--- src/rtl/encode42_serializer.sv ---
// Multi-hot to binary-index serializer: captures a request vector and hands out
// the index of each set bit, lowest first, over a valid/ready link; pulses done at the end.
module encode42_serializer #(
    parameter int N = 4,
    parameter int W = 2
) (
    input  logic         clk,
    input  logic         rst_n,
    input  logic [N-1:0] req_in,
    input  logic         load,
    output logic [W-1:0] out_idx,
    output logic         out_valid,
    input  logic         out_ready,
    output logic         busy,
    output logic         done,
    output logic         err
);

    typedef enum logic {
        IDLE = 1'b0,
        SCAN = 1'b1
    } state_t;

    state_t       state_reg, state_next;
    logic [N-1:0] pending_reg, pending_next;
    logic         done_reg, done_next;
    logic         err_reg, err_next;

    // seen[i] is high when any pending bit below i is set; lowest is the one-hot
    // mask of the lowest pending bit and idx_chain ORs its index out.
    logic [N-1:0] seen;
    logic [N-1:0] lowest;
    logic [W-1:0] idx_chain [0:N];
    logic [N-1:0] pending_cleared;
    logic         transfer;

    assign seen[0]      = 1'b0;
    assign idx_chain[0] = '0;

    generate
        for (genvar gi = 0; gi < N; gi++) begin : g_prio
            localparam logic [W-1:0] GI_IDX = W'(gi);
            assign lowest[gi]       = pending_reg[gi] & ~seen[gi];
            assign idx_chain[gi+1]  = idx_chain[gi] | (lowest[gi] ? GI_IDX : '0);
            if (gi < N - 1) begin : g_seen
                assign seen[gi+1] = seen[gi] | pending_reg[gi];
            end
        end
    endgenerate

    assign pending_cleared = pending_reg & ~lowest;
    assign out_valid       = (state_reg == SCAN);
    assign busy            = (state_reg == SCAN);
    assign out_idx         = out_valid ? idx_chain[N] : '0;
    assign transfer        = out_valid & out_ready;
    assign done            = done_reg;
    assign err             = err_reg;

    always_ff @(posedge clk or negedge rst_n) begin
        if (!rst_n) begin
            state_reg   <= IDLE;
            pending_reg <= '0;
            done_reg    <= 1'b0;
            err_reg     <= 1'b0;
        end else begin
            state_reg   <= state_next;
            pending_reg <= pending_next;
            done_reg    <= done_next;
            err_reg     <= err_next;
        end
    end

    always_comb begin
        state_next   = state_reg;
        pending_next = pending_reg;
        done_next    = 1'b0;
        err_next     = 1'b0;
        case (state_reg)
            IDLE: begin
                if (load) begin
                    if (|req_in) begin
                        pending_next = req_in;
                        state_next   = SCAN;
                    end else begin
                        done_next = 1'b1;
                    end
                end
            end
            SCAN: begin
                // A load arriving mid-scan is dropped but flagged.
                if (load) begin
                    err_next = 1'b1;
                end
                if (transfer) begin
                    pending_next = pending_cleared;
                    if (pending_cleared == '0) begin
                        state_next = IDLE;
                        done_next  = 1'b1;
                    end
                end
            end
            default: begin
                state_next   = IDLE;
                pending_next = '0;
            end
        endcase
    end

endmodule

--- config.mk ---
export PLATFORM = sky130hd
export DESIGN_NAME = encode42_serializer
export DESIGN_NICKNAME = d
export VERILOG_FILES = /design/src/rtl/encode42_serializer.sv
export SDC_FILE = /design/constraint.sdc
export NUM_CORES = 1
export LEC_CHECK = 0
export ABC_AREA = 1
export BUFFER_PORTS_ARGS = -buffer_cell sky130_fd_sc_hd__buf_2
export CAP_MARGIN = 5
export CORE_MARGIN = 2
export CORE_UTILIZATION = 25
export DETAILED_ROUTE_END_ITERATION = 8
export PLACE_DENSITY = 0.51
export SLEW_MARGIN = 5
export SYNTH_ARGS = -nofsm -noshare
export SYNTH_HDL_FRONTEND = slang
export SYNTH_SLANG_ARGS = --single-unit
--- constraint.sdc ---
create_clock -name clk -period 2.97 [get_ports clk]
set_input_delay 0 -clock clk [delete_from_list [all_inputs] [get_ports clk]]
set_output_delay 0 -clock clk [all_outputs]
set_load 0.01 [all_outputs]
---- Word-level counts from Yosys, hierarchy flattened ----
Index checks and enable logic that the tools add are counted.
cells by class
  reduce and logical (&&, ||, !) cells .... 3
  bitwise operators ....................... 14
  equality and inequality tests ........... 3
  multiplexer cells ....................... 20
operators with widths
  kind                                                                     number
  4-bit two-way mux                                                        3
  1-bit two-way mux                                                        11
  4-bit case mux with 2 select lines                                       1
  2-bit two-way mux                                                        3
  1-bit AND                                                                4
  4-bit AND                                                                1
  4-bit logical NOT                                                        1
  2-bit inequality test, second input constant                             2
  1-bit inverter                                                           4
  4-bit inverter                                                           1
  1-bit case mux with 2 select lines                                       2
  4-bit OR reduction                                                       1
  3-bit AND reduction                                                      1
  2-bit by 1-bit inequality test with 1-bit output, second input constant  1
  1-bit OR                                                                 2
  1-bit by 2-bit OR with 2-bit output                                      1
  2-bit OR                                                                 1
storage, ports and cells
  input port bits ......................... 8
  register bits ........................... 7
  logic and storage cells ................. 44

---- Depth between registers and ports, before layout ----
  word-level depth ........................ 10
  depth in mapped cells ................... 6

---- Least setup slack after synthesis ----
No wires, ideal clock.
  path type ............................... register to register
  start ................................... register state_reg (netlist: busy)
  end ..................................... register state_reg (netlist: busy)
  clock period less this slack ............ 1008 ps
  path buffers ............................ 1
  arrival time ............................ 891 ps
  cell stages (with the launch flop) ...... 7
  path slack .............................. 1962 ps
  setup time .............................. 117 ps
  path through ............................ dfrtp_1 > buf_6 > nand2_4 > nor2_2 > nand3_1 > nand2_1 > nand2_1
between the ends
  longest elaborated chain between the ends .. 3
  elaborated cells on any way between the ends .. 4
  those cells by class .................... mux (2); bitwise (2)
ends and longest elaborated chain
  item                                  RTL line  source
  from (decl)                           24        state_t state_reg, state_next;
  from (signal assigned)                66        state_reg <= state_next;
  1-bit AND                             55        assign transfer = out_valid & out_ready;
  1-bit two-way mux                     94        if (transfer) begin
  1-bit case mux with 2 select lines *  78        case (state_reg)
  via state_next                        24
The timed path passes the listed nets; every way through them passes the cells marked *.
A chain may end at the register's enable or synchronous reset.

---- Worst setup path after layout ----
  start ................................... register state_reg (netlist: busy)
  end ..................................... output out_idx[0]
between the ends
  longest elaborated chain between the ends .. 1
ends and longest elaborated chain
  item               RTL line  source
  2-bit two-way mux  54        assign out_idx = out_valid ? idx_chain[N] : '0;
  to (decl)          11        output logic [W-1:0] out_idx,
Every way passes these cells.

==> out/results.ini <==
[route]
drc_errors=0
antenna_left=0
vias=404
wl_per_cell_um=9.554
drt_iter0_markers=7
routed_via_density=4.391
dr.pass1.iters=4
wirelength_um=879

[critical_path]
critPathMaxStageDelay_ns=0.59
path_max_fanout=10
cp.buffers_inverters=2
ff2ff_path_depth=5
arrival_ns=1.36
slowest_stage=dfrtp_1
cp-end-kind=output port
worstPathRequired_ns=2.97
ff2ff_setup_slack_ns=1.79
cp_top_family=flip-flops
path_class=reg2out
r2r-end=busy
path_cells=inv_1 -> nor3_1 -> buf_2
worst_setup_path_start_kind=flip-flop
r2r-start=busy

[logic_synthesis]
ys_warn_count=0
syn_nets=66
ys_seq_elements=7
synth.avg_cell_area_um2=7.248
synth.distinct_cells=14
synth_area_um2=420.4
seq_area_frac_synth_pct=41.67
synth_cells=58

[cts]
cts_resized=0
cts_max_level=1
clk_pin_slew_ns=0.05
root_buffer=clkbuf_4
numCtsBuffers=3
cts_hold_buffers=3
cts.sinks=7
cts_tree=done
cts_setup_buffers=0
clock_latency_ns=0.25
clockBufferDepth=2

[timing]
fin_skew_ns=0.0006339
fin_crit_sh_pct=45.63
finalMaxSlewViolations=0
tightest_slew_ns=0.4126
hold_violations=0
finalSetupViolCount=0
fin_tns_setup_ns=0
slew_headroom_pct=72.49
rsz0062_at_grt=no
hold_ws_ns=0.06664
period_needed_ns=1.355
max_freq_mhz=737.9

[grt]
antenna_found_initial=0
grt_pass1_wl_um=1449
grt_max_degree=11
grt_pass1_vias=346
grt_use_total_pct=10.38
grt_overflow_total=0

[placed_design]
placed_cells=85
place_area_um2=486.7
dp_hpwl_um=705.3
port-buffer-count=13
gp_congestion=0.7771

[floorplanning]
fp.dieH_um=45.01
pin_count=14
die_w_um=45.01
start_util_pct=27.27
dieArea_um2=2025
core_area_um2=1541
rows=14

[job]
drv_cap=0

[worst_hold_path]
hold_path_end=done
hold_path.class=in2reg
hp-start=req_in[1]
min_path_cells=4

[power]
pwr_density_cell_nw_per_um2=909.8
ir_worst_vdd_uv=310.1
leakagePower_nw=0.3182
power.total_w=0.0004940

[final_layout]
final_layout_size_suffix_gt1_share_pct=27.63
final_cells=92
final_cell_mix=nand2_1, buf_2, nand3_1
area_delta_synth_final_pct=29.17
final_area_um2=543.0
fin_nets=85
n_antenna_cell=0
layout_commonest_cell=nand2_1
largest_register_ffs=4

[status]
outcome=complete, no violations

==> cell type report <==
class                      count  area [um2]
fill                         179       998.5
multi-input combinational     43       203.9
sequential                     7       175.2
timing repair buffer          16       95.09
clock buffer                   4       26.28
inverter                       6       22.52
tap                           16       20.02
==> worst max-delay path by stage <==
stage	endpoint	depth (start not counted)	slack, ns	start
3_3_place_gp	busy	5	1.80	busy
5_1_grt	out_idx[0]	3	1.44	busy
6_report	out_idx[0]	3	1.61	busy
4_1_cts	out_idx[0]	3	1.58	busy
2_1_floorplan	busy	6	1.96	busy
3_5_place_dp	busy	5	1.78	busy
==> routing by layer <==
metal	vias up	share of wire [%]	track usage, %
li1	217	-	-
met5	-	0	0
met1	175	48	13.28
met4	0	0	5.294
met2	12	47	14.57
met3	0	5.5	4.800
==> cells in the mapped netlist <==
| cell type | instances | share of area [%] |
|---|---|---|
| inv_1 | 6 | 5.4 |
| nor2_1 | 4 | 3.6 |
| nand2_4 | 2 | 5.4 |
| a21oi_1 | 1 | 1.2 |
| nor2_4 | 1 | 2.7 |
| nand2_1 | 22 | 20 |
| nor3_1 | 1 | 1.2 |
| o21ai_0 | 2 | 2.4 |
| nor2_2 | 1 | 1.5 |
| buf_6 | 1 | 2.7 |
| nand3_1 | 8 | 9.5 |
| buf_4 | 1 | 1.8 |
| nand2_2 | 1 | 1.5 |
| dfrtp_1 | 7 | 42 |
==> stage by stage <==
step	worst slack, ns	util, %
after floorplan	1.962	-
after global routing	1.441	35.23
final	1.615	35.23
after detailed placement	1.778	31.57
after global placement	1.796	31.57
after CTS	1.583	35.23
==> worst min-delay path: stages <==
cell and delay [ns]:
buf_2 0.09, nor2_1 0.05, nand3_1 0.08, nand2_1 0.06
==> power breakdown <==
part | leakage, nW | internal (W) | switching, W | total (W)
logic | 0.214 | 0.0000896 | 0.000129 | 0.000219
clock network | 0.0150 | 0.0000512 | 0.0000339 | 0.0000851
registers | 0.0891 | 0.000135 | 0.0000555 | 0.000190
==> kinds of logic after synthesis <==
family | synth area share (%)
compound gates | 3.570
buf+inv | 9.822
flops | 41.67
simple gates | 44.94
Note: power is estimated with default switching activity, not from simulation.
